File: config.mk
export PLATFORM = sky130hd
export DESIGN_NAME = ring_slide_ctrl_flat
export DESIGN_NICKNAME = d
export VERILOG_FILES = /design/src/rtl/ring_slide_ctrl_if.sv /design/src/rtl/ring_slide_ctrl.sv /design/src/flat_wrapper.sv
export SDC_FILE = /design/constraint.sdc
export NUM_CORES = 1
export LEC_CHECK = 0
export CORE_MARGIN = 3
export CORE_UTILIZATION = 60
export CTS_CLUSTER_SIZE = 25
export DETAILED_ROUTE_END_ITERATION = 10
export PLACE_DENSITY = 0.85
export SETUP_SLACK_MARGIN = 0.4
export SYNTH_ARGS = -nofsm -noshare
export SYNTH_HDL_FRONTEND = slang
export SYNTH_SLANG_ARGS = --single-unit
File: constraint.sdc
create_clock -name clk_i -period 3.9 [get_ports clk_i]
set_input_delay 0.39 -clock clk_i [delete_from_list [all_inputs] [get_ports clk_i]]
set_output_delay 0.39 -clock clk_i [all_outputs]
set_load 0.01 [all_outputs]
File: src/rtl/ring_slide_ctrl_if.sv
// Bundles the slide-request, router-config, beat-gating and completion signals of ring_slide_ctrl.
// slave is the controller's view; master is the slide unit / router side.
interface ring_slide_ctrl_if #(
    parameter int CntW = 11,
    parameter int IdW  = 2
) ();
    logic            req_valid_i;
    logic            req_ready_o;
    logic            req_dir_i;
    logic [CntW-1:0] req_tx_beats_i;
    logic [CntW-1:0] req_rx_beats_i;
    logic            sldu_dir_o;
    logic            sldu_bypass_o;
    logic            sldu_config_valid_o;
    logic            tx_en_o;
    logic            rx_en_o;
    logic            tx_fire_i;
    logic            rx_fire_i;
    logic            done_valid_o;
    logic            done_ready_i;
    logic            err_o;
    logic [IdW-1:0]  cluster_id_o;

    modport slave (
        input  req_valid_i, req_dir_i, req_tx_beats_i, req_rx_beats_i,
        input  tx_fire_i, rx_fire_i, done_ready_i,
        output req_ready_o, sldu_dir_o, sldu_bypass_o, sldu_config_valid_o,
        output tx_en_o, rx_en_o, done_valid_o, err_o, cluster_id_o
    );

    modport master (
        output req_valid_i, req_dir_i, req_tx_beats_i, req_rx_beats_i,
        output tx_fire_i, rx_fire_i, done_ready_i,
        input  req_ready_o, sldu_dir_o, sldu_bypass_o, sldu_config_valid_o,
        input  tx_en_o, rx_en_o, done_valid_o, err_o, cluster_id_o
    );
endinterface

File: src/rtl/ring_slide_ctrl.sv
// Per-cluster ring router sequencer: programs direction/bypass, gates and counts TX/RX beats,
// then waits for the router pipeline to drain before signalling completion.
module ring_slide_ctrl #(
    parameter int NrClusters   = 4,
    parameter int ClusterId    = 0,
    parameter int MaxBeats     = 1024,
    parameter int SettleCycles = 2
) (
    input logic              clk_i,
    input logic              rst_ni,
    ring_slide_ctrl_if.slave bus
);
    localparam int CntW = $clog2(MaxBeats + 1);
    localparam int SetW = $clog2(SettleCycles + 1);
    localparam int IdW  = $clog2(NrClusters);

    typedef enum logic [2:0] {
        IDLE,
        CONFIG,
        ACTIVE,
        DRAIN,
        DONE
    } state_e;

    state_e          r_state;
    state_e          w_nextState;
    logic            r_dir;
    logic            r_bypass;
    logic            r_err;
    logic [CntW-1:0] r_txTarget;
    logic [CntW-1:0] r_rxTarget;
    logic [CntW-1:0] r_txCnt;
    logic [CntW-1:0] r_rxCnt;
    logic [SetW-1:0] r_settle;

    logic w_accept;
    logic w_reqReady;
    logic w_configValid;
    logic w_txEn;
    logic w_rxEn;
    logic w_doneValid;
    logic w_txCount;
    logic w_rxCount;
    logic w_txDone;
    logic w_rxDone;
    logic w_loadSettle;

    always_ff @(posedge clk_i or negedge rst_ni) begin
        if (!rst_ni) begin
            r_state <= IDLE;
        end else begin
            r_state <= w_nextState;
        end
    end

    // Outputs decode only from state and counters, so no input reaches an output combinationally.
    always_comb begin
        w_nextState   = r_state;
        w_reqReady    = 1'b0;
        w_configValid = 1'b0;
        w_txEn        = 1'b0;
        w_rxEn        = 1'b0;
        w_doneValid   = 1'b0;
        case (r_state)
            IDLE: begin
                w_reqReady = 1'b1;
                if (bus.req_valid_i) w_nextState = CONFIG;
            end
            CONFIG: begin
                w_configValid = 1'b1;
                w_nextState   = r_bypass ? DRAIN : ACTIVE;
            end
            ACTIVE: begin
                w_txEn = (r_txCnt != r_txTarget);
                w_rxEn = (r_rxCnt != r_rxTarget);
                if (w_txDone && w_rxDone) w_nextState = DRAIN;
            end
            DRAIN: begin
                if (r_settle <= SetW'(1)) w_nextState = DONE;
            end
            DONE: begin
                w_doneValid = 1'b1;
                if (bus.done_ready_i) w_nextState = IDLE;
            end
            default: w_nextState = IDLE;
        endcase
    end

    assign w_accept     = w_reqReady & bus.req_valid_i;
    assign w_txCount    = w_txEn & bus.tx_fire_i;
    assign w_rxCount    = w_rxEn & bus.rx_fire_i;
    // A side counts as finished either already at target or on the fire that reaches it.
    assign w_txDone     = (r_txCnt == r_txTarget) || (w_txCount && (r_txCnt + CntW'(1) == r_txTarget));
    assign w_rxDone     = (r_rxCnt == r_rxTarget) || (w_rxCount && (r_rxCnt + CntW'(1) == r_rxTarget));
    assign w_loadSettle = ((r_state == CONFIG) && r_bypass) ||
                          ((r_state == ACTIVE) && w_txDone && w_rxDone);

    always_ff @(posedge clk_i or negedge rst_ni) begin
        if (!rst_ni) begin
            r_dir      <= 1'b0;
            r_bypass   <= 1'b1;
            r_err      <= 1'b0;
            r_txTarget <= '0;
            r_rxTarget <= '0;
            r_txCnt    <= '0;
            r_rxCnt    <= '0;
            r_settle   <= '0;
        end else begin
            if (w_accept) begin
                r_dir      <= bus.req_dir_i;
                r_bypass   <= (bus.req_tx_beats_i == '0) && (bus.req_rx_beats_i == '0);
                r_txTarget <= bus.req_tx_beats_i;
                r_rxTarget <= bus.req_rx_beats_i;
                r_txCnt    <= '0;
                r_rxCnt    <= '0;
            end else begin
                if (w_txCount) r_txCnt <= r_txCnt + CntW'(1);
                if (w_rxCount) r_rxCnt <= r_rxCnt + CntW'(1);
            end
            if (w_loadSettle) begin
                r_settle <= SetW'(SettleCycles);
            end else if (r_state == DRAIN) begin
                r_settle <= r_settle - SetW'(1);
            end
            if ((bus.tx_fire_i && !w_txEn) || (bus.rx_fire_i && !w_rxEn)) r_err <= 1'b1;
        end
    end

    assign bus.req_ready_o         = w_reqReady;
    assign bus.sldu_dir_o          = r_dir;
    assign bus.sldu_bypass_o       = r_bypass;
    assign bus.sldu_config_valid_o = w_configValid;
    assign bus.tx_en_o             = w_txEn;
    assign bus.rx_en_o             = w_rxEn;
    assign bus.done_valid_o        = w_doneValid;
    assign bus.err_o               = r_err;
    assign bus.cluster_id_o        = IdW'(ClusterId);
endmodule

File: src/flat_wrapper.sv
// flat-port wrapper written by rule: the top's interface ports become plain ports
module ring_slide_ctrl_flat 
#(
    parameter int NrClusters   = 4,
    parameter int ClusterId    = 0,
    parameter int MaxBeats     = 1024,
    parameter int SettleCycles = 2
)
  (clk_i, rst_ni, bus_req_valid_i, bus_req_dir_i, bus_req_tx_beats_i, bus_req_rx_beats_i, bus_tx_fire_i, bus_rx_fire_i, bus_done_ready_i, bus_req_ready_o, bus_sldu_dir_o, bus_sldu_bypass_o, bus_sldu_config_valid_o, bus_tx_en_o, bus_rx_en_o, bus_done_valid_o, bus_err_o, bus_cluster_id_o);
  ring_slide_ctrl_if #(.CntW(($clog2(MaxBeats + 1))), .IdW(($clog2(NrClusters)))) bus_i ();
  input logic clk_i;
  input logic rst_ni;
  input wire logic [$bits(bus_i.req_valid_i)-1:0] bus_req_valid_i;
  input wire logic [$bits(bus_i.req_dir_i)-1:0] bus_req_dir_i;
  input wire logic [$bits(bus_i.req_tx_beats_i)-1:0] bus_req_tx_beats_i;
  input wire logic [$bits(bus_i.req_rx_beats_i)-1:0] bus_req_rx_beats_i;
  input wire logic [$bits(bus_i.tx_fire_i)-1:0] bus_tx_fire_i;
  input wire logic [$bits(bus_i.rx_fire_i)-1:0] bus_rx_fire_i;
  input wire logic [$bits(bus_i.done_ready_i)-1:0] bus_done_ready_i;
  output wire logic [$bits(bus_i.req_ready_o)-1:0] bus_req_ready_o;
  output wire logic [$bits(bus_i.sldu_dir_o)-1:0] bus_sldu_dir_o;
  output wire logic [$bits(bus_i.sldu_bypass_o)-1:0] bus_sldu_bypass_o;
  output wire logic [$bits(bus_i.sldu_config_valid_o)-1:0] bus_sldu_config_valid_o;
  output wire logic [$bits(bus_i.tx_en_o)-1:0] bus_tx_en_o;
  output wire logic [$bits(bus_i.rx_en_o)-1:0] bus_rx_en_o;
  output wire logic [$bits(bus_i.done_valid_o)-1:0] bus_done_valid_o;
  output wire logic [$bits(bus_i.err_o)-1:0] bus_err_o;
  output wire logic [$bits(bus_i.cluster_id_o)-1:0] bus_cluster_id_o;
  assign bus_i.req_valid_i = bus_req_valid_i;
  assign bus_i.req_dir_i = bus_req_dir_i;
  assign bus_i.req_tx_beats_i = bus_req_tx_beats_i;
  assign bus_i.req_rx_beats_i = bus_req_rx_beats_i;
  assign bus_i.tx_fire_i = bus_tx_fire_i;
  assign bus_i.rx_fire_i = bus_rx_fire_i;
  assign bus_i.done_ready_i = bus_done_ready_i;
  assign bus_req_ready_o = bus_i.req_ready_o;
  assign bus_sldu_dir_o = bus_i.sldu_dir_o;
  assign bus_sldu_bypass_o = bus_i.sldu_bypass_o;
  assign bus_sldu_config_valid_o = bus_i.sldu_config_valid_o;
  assign bus_tx_en_o = bus_i.tx_en_o;
  assign bus_rx_en_o = bus_i.rx_en_o;
  assign bus_done_valid_o = bus_i.done_valid_o;
  assign bus_err_o = bus_i.err_o;
  assign bus_cluster_id_o = bus_i.cluster_id_o;
  ring_slide_ctrl #(.NrClusters(NrClusters), .ClusterId(ClusterId), .MaxBeats(MaxBeats), .SettleCycles(SettleCycles)) u_core (.clk_i(clk_i), .rst_ni(rst_ni), .bus(bus_i));
endmodule
=== Yosys cells after proc, flatten, opt, wreduce, memory -nomap -nowiden ===
Index checks and enable logic that the tools add are counted.
Widths: inputs -> output; s select.

* Bits in registers: 52
* Output and inout port bits: 10
* Word-level logic and storage cells: 69
* Input bits: 29

* Magnitude comparators: 1
* Add/sub/neg operators: 3
* Eq/ne operators: 14
* Reduce and logical (&&, ||, !) cells: 22
* Bitwise operators: 3
* Multiplexer cells: 17

{| class="wikitable"
|+ Operators by type and width
! kind !! count
|-
| $eq 11x11->1 || 4
|-
| $mux 11 || 4
|-
| $add 11x1->11 const B || 2
|-
| $logic_not 11->1 || 2
|-
| $ne 11x11->1 || 2
|-
| $pmux 3 s5 || 1
|-
| $mux 3 || 4
|-
| $logic_and 1x1->1 || 9
|-
| $eq 3x2->1 const B || 2
|-
| $mux 1 || 6
|-
| $reduce_bool 2->1 || 3
|-
| $logic_or 1x1->1 || 4
|-
| $mux 2 || 2
|-
| $ne 2x1->1 const B || 2
|-
| $ne 2x2->1 const B || 2
|-
| $reduce_and 4->1 || 1
|-
| $and 1x1->1 || 3
|-
| $eq 3x1->1 const B || 1
|-
| $eq 3x3->1 const B || 1
|-
| $logic_not 3->1 || 1
|-
| $le 2x1->1 const B || 1
|-
| $logic_not 1->1 || 2
|-
| $sub 2x1->2 const B || 1
|}

=== Longest topological paths before layout ===
* Word-level depth: 9
* Mapped depth: 9
* Mapped depth without buffers: 8

=== Worst setup path before layout ===
OpenSTA, ideal clock, no wires.

* Kind: reg2reg
* Start: register u_core.r_rxCnt[0]
* End: register u_core.r_state[0]
* Arrival time: 2.067 ns
* Required time: 3.829 ns
* Clock period less this slack: 2.139 ns
* Buffers on the path: 1
* Cell stages (with the launch flop): 10
* Setup slack: 1.761 ns
* Setup time: 0.071 ns
* Cells stage by stage: dfrtp_1 -> ha_1 -> buf_2 -> o21ba_2 -> a221oi_1 -> a21oi_1 -> a2111oi_0 -> o2111ai_1 -> a22o_1 -> nor2_1

* Cells in the longest elaborated chain, start to end: 8

{| class="wikitable"
|+ Ends and longest elaborated chain
! what !! line !! RTL
|-
| from (decl) || ring_slide_ctrl.sv:33 || <nowiki>logic [CntW-1:0] r_rxCnt;</nowiki>
|-
| from (signal assigned) || ring_slide_ctrl.sv:118 || <nowiki>if (w_rxCount) r_rxCnt <= r_rxCnt + CntW'(1);</nowiki>
|-
| branches (longest 4 deep; another with $add 11x1->11) || -- ||
|-
| $logic_or 1x1->1 (*) || ring_slide_ctrl.sv:94 || <nowiki>assign w_rxDone = (r_rxCnt == r_rxTarget) || (w_rxCount && (r_rxCnt + CntW'(1) == r_rxTarget));</nowiki>
|-
| $logic_and 1x1->1 (*) || ring_slide_ctrl.sv:76 || <nowiki>if (w_txDone && w_rxDone) w_nextState = DRAIN;</nowiki>
|-
| $ne 2x1->1 (no line) (*) || -- ||
|-
| $reduce_and 4->1 (no line) (*) || -- ||
|-
| to (signal assigned) || ring_slide_ctrl.sv:52 || <nowiki>r_state <= w_nextState;</nowiki>
|-
| to (decl) || ring_slide_ctrl.sv:25 || <nowiki>state_e r_state;</nowiki>
|}

Every way passes the cells marked *.
A chain may end at the register's enable or synchronous reset.

=== Final worst setup path ===
* Start: register u_core.r_rxCnt[8]
* End: output bus_rx_en_o

* Cells in the longest elaborated chain, start to end: 2

{| class="wikitable"
|+ Ends and longest elaborated chain
! what !! line !! RTL
|-
| $ne 11x11->1 || ring_slide_ctrl.sv:75 || <nowiki>w_rxEn = (r_rxCnt != r_rxTarget);</nowiki>
|-
| $mux 1 || ring_slide_ctrl.sv:64 || <nowiki>case (r_state)</nowiki>
|-
| to (decl) || flat_wrapper.sv:25 || <nowiki>output wire logic [$bits(bus_i.rx_en_o)-1:0] bus_rx_en_o;</nowiki>
|}

No other way between the ends.

==> impl_metrics.sql <==
INSERT INTO impl_metrics (metric_group, metric, value, unit) VALUES
('synthesis', 'synthCells', '368', ''),
('die', 'floorplan.io_pins', '39', ''),
('layout', 'layout-drive-gt1-share', '0.0505', ''),
('drt', 'via_per_inst', '5.65', ''),
('synthesis', 'synth_simple_gate_area_share', '0.295', ''),
('timing', 'fin_crit', '2.74', 'ns'),
('worst_setup_path', 'slowest_delay', '0.61', 'ns'),
('drt', 'ant_nets', '0', ''),
('layout', 'fillCellCount', '408', ''),
('layout', 'area_used_by_multi_input_combinational_logic', '1690', 'um2'),
('synthesis', 'synth_compound_gate_area_share', '0.0824', ''),
('placed_design', 'count_of_buffers_inserted_at_the_top_level_ports', '36', ''),
('clock_tree', 'tritoncts', 'built', ''),
('layout', 'layout.area.seq', '1300', 'um2'),
('power', 'power-per-cell-area', '610', 'nW/um2'),
('timing', 'post-route-worst-setup-slack', '1.16', 'ns'),
('synthesis', 'synth_seq_cells', '52', ''),
('power', 'worst_ir_drop_vdd', '472', 'uV'),
('timing', 'unrepaired_setup_endpoints_after_global_routing', 'no', ''),
('hold_path', 'hp-class', 'input pin to asynchronous set/reset pin', ''),
('timing', 'finalClockSkew', '0.00343', 'ns'),
('synthesis', 'ys_dominant_reg_cell', 'sky130_fd_sc_hd__dfrtp_1', ''),
('worst_setup_path', 'setup.worst_path.end_class', 'output pin', ''),
('timing', 'finalHoldViolCount', '0', ''),
('synthesis', 'synth-adder-area-share', '0.0121', ''),
('die', 'die_area', '6090', 'um2'),
('synthesis', 'post_synth.cell_area_avg', '8.46', 'um2'),
('timing', 'setup_viol', '0', ''),
('clock_tree', 'cts_resized', '0', ''),
('timing', 'totalNegativeSetupSlack', '0', 'ns'),
('global_route', 'grt_pass1_wl', '12100', 'um'),
('clock_tree', 'cts.hold.buffers_added', '0', ''),
('clock_tree', 'max-clock-path-buffers', '2', ''),
('clock_tree', 'cts_inserted_buffers', '5', ''),
('clock_tree', 'numClockSinks', '52', ''),
('clock_tree', 'worstSkewPairLatency', '0.31', 'ns'),
('clock_tree', 'root_buffer', 'sky130_fd_sc_hd__clkbuf_8', ''),
('drt', 'post_drt_wl_per_cell', '14.8', 'um'),
('layout', 'layout.cells.most_common_list', '94 x sky130_fd_sc_hd__nand2_1, 51 x sky130_fd_sc_hd__dfrtp_1, 35 x sky130_fd_sc_hd__clkdlybuf4s50_1', ''),
('drt', 'vias', '2615', ''),
('timing', 'timing_max_transition_violations_final', '0', ''),
('worst_setup_path', 'worst_r2r_endpoint', 'u_core.r_settle[0]$_DFFE_PN0P_', ''),
('worst_setup_path', 'cells_along_the_critical_path', 'xor2_1, nor4_1, and3_1, nor2b_1, clkdlybuf4s50_1', ''),
('global_route', 'grt_max_degree', '53', ''),
('synthesis', 'number_of_enable_type_register_cells_in_the_synthesized_netlist', '0', ''),
('synthesis', 'synth_async_sr_flop_share', '1.00', ''),
('placed_design', 'place_congestion', '0.925', ''),
('worst_setup_path', 'rr_worst_depth', '8', ''),
('timing', 'fmax', '0.365', 'GHz'),
('layout', 'finish.utilization', '0.732', ''),
('timing', 'min_period_over_period', '0.703', ''),
('drt', 'detail_route.iter0.violations', '184', ''),
('drt', 'drt_first_pass_iters', '4', ''),
('timing', 'holdWs', '0.181', 'ns'),
('worst_setup_path', 'cp_data_required_time', '3.51', 'ns'),
('synthesis', 'synthesized_area_fraction_occupied_by_xor_and_xnor_cells', '0.152', ''),
('synthesis', 'yosys_warnings', '0', ''),
('die', 'core_region_area', '4880', 'um2'),
('die', 'chipWidth', '78.0', 'um'),
('die', 'initial_core_util', '0.638', ''),
('die', 'dieHeight', '78.0', 'um'),
('run_status', 'outcome', 'complete, no violations', ''),
('die', 'num_rows', '25', ''),
('synthesis', 'largest_family_of_logic_cells_by_synthesized_area', 'simple AND/OR/NAND/NOR gates', ''),
('drt', 'wl', '6870', 'um'),
('global_route', 'grt_pass1_vias', '2615', ''),
('worst_setup_path', 'worstReg2RegStart', 'u_core.r_rxCnt[0]$_DFFE_PN0P_', ''),
('timing', 'worst_slew_pin_slew', '0.943', 'ns'),
('layout', 'nets', '427', ''),
('clock_tree', 'cts.clk_slew.worst_paths', '0.10', 'ns'),
('worst_setup_path', 'startpoint_type', 'flip-flop', '');
[synthesized netlist by cell type, types with 3 or more instances]
library cell	instances	area, um2
sky130_fd_sc_hd__nor2_1	28	105
sky130_fd_sc_hd__nand4_1	7	43.8
sky130_fd_sc_hd__nor4_1	9	56.3
sky130_fd_sc_hd__and4_1	3	26.3
sky130_fd_sc_hd__o21ai_0	11	55.1
sky130_fd_sc_hd__dfrtp_1	51	1280
sky130_fd_sc_hd__and3_1	6	37.5
sky130_fd_sc_hd__xor2_1	23	201
sky130_fd_sc_hd__a21oi_1	5	25.0
sky130_fd_sc_hd__nor2b_1	3	18.8
sky130_fd_sc_hd__buf_4	4	30.0
sky130_fd_sc_hd__nand3b_1	3	22.5
sky130_fd_sc_hd__nand2b_1	4	25.0
sky130_fd_sc_hd__and2_1	3	18.8
sky130_fd_sc_hd__nand3_1	15	75.1
sky130_fd_sc_hd__inv_1	7	26.3
sky130_fd_sc_hd__a31oi_1	3	18.8
sky130_fd_sc_hd__ha_1	3	37.5
sky130_fd_sc_hd__nand2_1	94	353
sky130_fd_sc_hd__clkbuf_1	9	33.8
sky130_fd_sc_hd__buf_2	5	25.0
sky130_fd_sc_hd__nor3_1	10	50.1
sky130_fd_sc_hd__xnor2_1	31	272
[worst max path at each step]
stage	start	endpoint	cells after the start
after floorplan	u_core.r_rxCnt[0]$_DFFE_PN0P_	u_core.r_state[0]$_DFFE_PN0P_	9
after global placement	u_core.r_rxCnt[0]$_DFFE_PN0P_	u_core.r_settle[0]$_DFFE_PN0P_	8
after detailed placement	u_core.r_rxCnt[0]$_DFFE_PN0P_	u_core.r_settle[0]$_DFFE_PN0P_	8
after CTS	u_core.r_rxCnt[8]$_DFFE_PN0P_	bus_rx_en_o	5
after global routing	u_core.r_rxTarget[10]$_DFFE_PN0P_	bus_rx_en_o	5
final	u_core.r_rxCnt[8]$_DFFE_PN0P_	bus_rx_en_o	5
[metal layers]
metal	global-route usage	vias up	wire length, um
met1	0.347	1250	3320
met3	0.0447	5	349
met2	0.402	69	3150
li1	-	1291	-
met4	0.0594	0	53
met5	0	-	0
[cell type report]
type / instances / area share
flip-flops and latches: 52 / 0.365
clock buffers: 5 / 0.0193
inverters: 7 / 0.00736
well taps: 67 / 0.0235
repair buffers: 38 / 0.104
clock inverters: 3 / 0.00666
multi-input cells: 291 / 0.475
[state kept, by name (all words and copies together), names as in the netlist]
register                  count
u_core.bus.err_o              1
u_core.bus.sldu_bypass_o      1
u_core.bus.sldu_dir_o         1
u_core.r_rxCnt               11
u_core.r_rxTarget            11
u_core.r_settle               2
u_core.r_state                3
u_core.r_txCnt               11
u_core.r_txTarget            11
[metrics by stage]
stage,area [um2],std cells
2_1_floorplan,3120,369
3_3_place_gp,3480,455
3_5_place_dp,3480,455
4_1_cts,3570,463
5_1_grt,3570,463
6_report,3570,463
[logic make-up (layout without fill, tap and decap cells)]
kind of cell    Yosys count  count (layout)
flops                    52              52
compound gates           37              37
fa+ha+maj                 3               3
buf+inv                  26              53
xor+xnor                 54              54
simple gates            195             195
other cells               1               2
[critical path: cells and delay by family, from the launching register on]
family,cells,cell delay [ns]
xor gates and xnor gates,1,0.35
buffers and inverters,1,0.61
DFF,1,0.45
and+or+nand+nor,3,0.63
[power by group]
part | leakage (uW) | internal, uW | switching [uW]
sequential | 0.000669 | 703 | 189
clock | 0.0000404 | 127 | 190
combinational | 0.000855 | 433 | 534
Note: power is estimated with default switching activity, not from simulation.
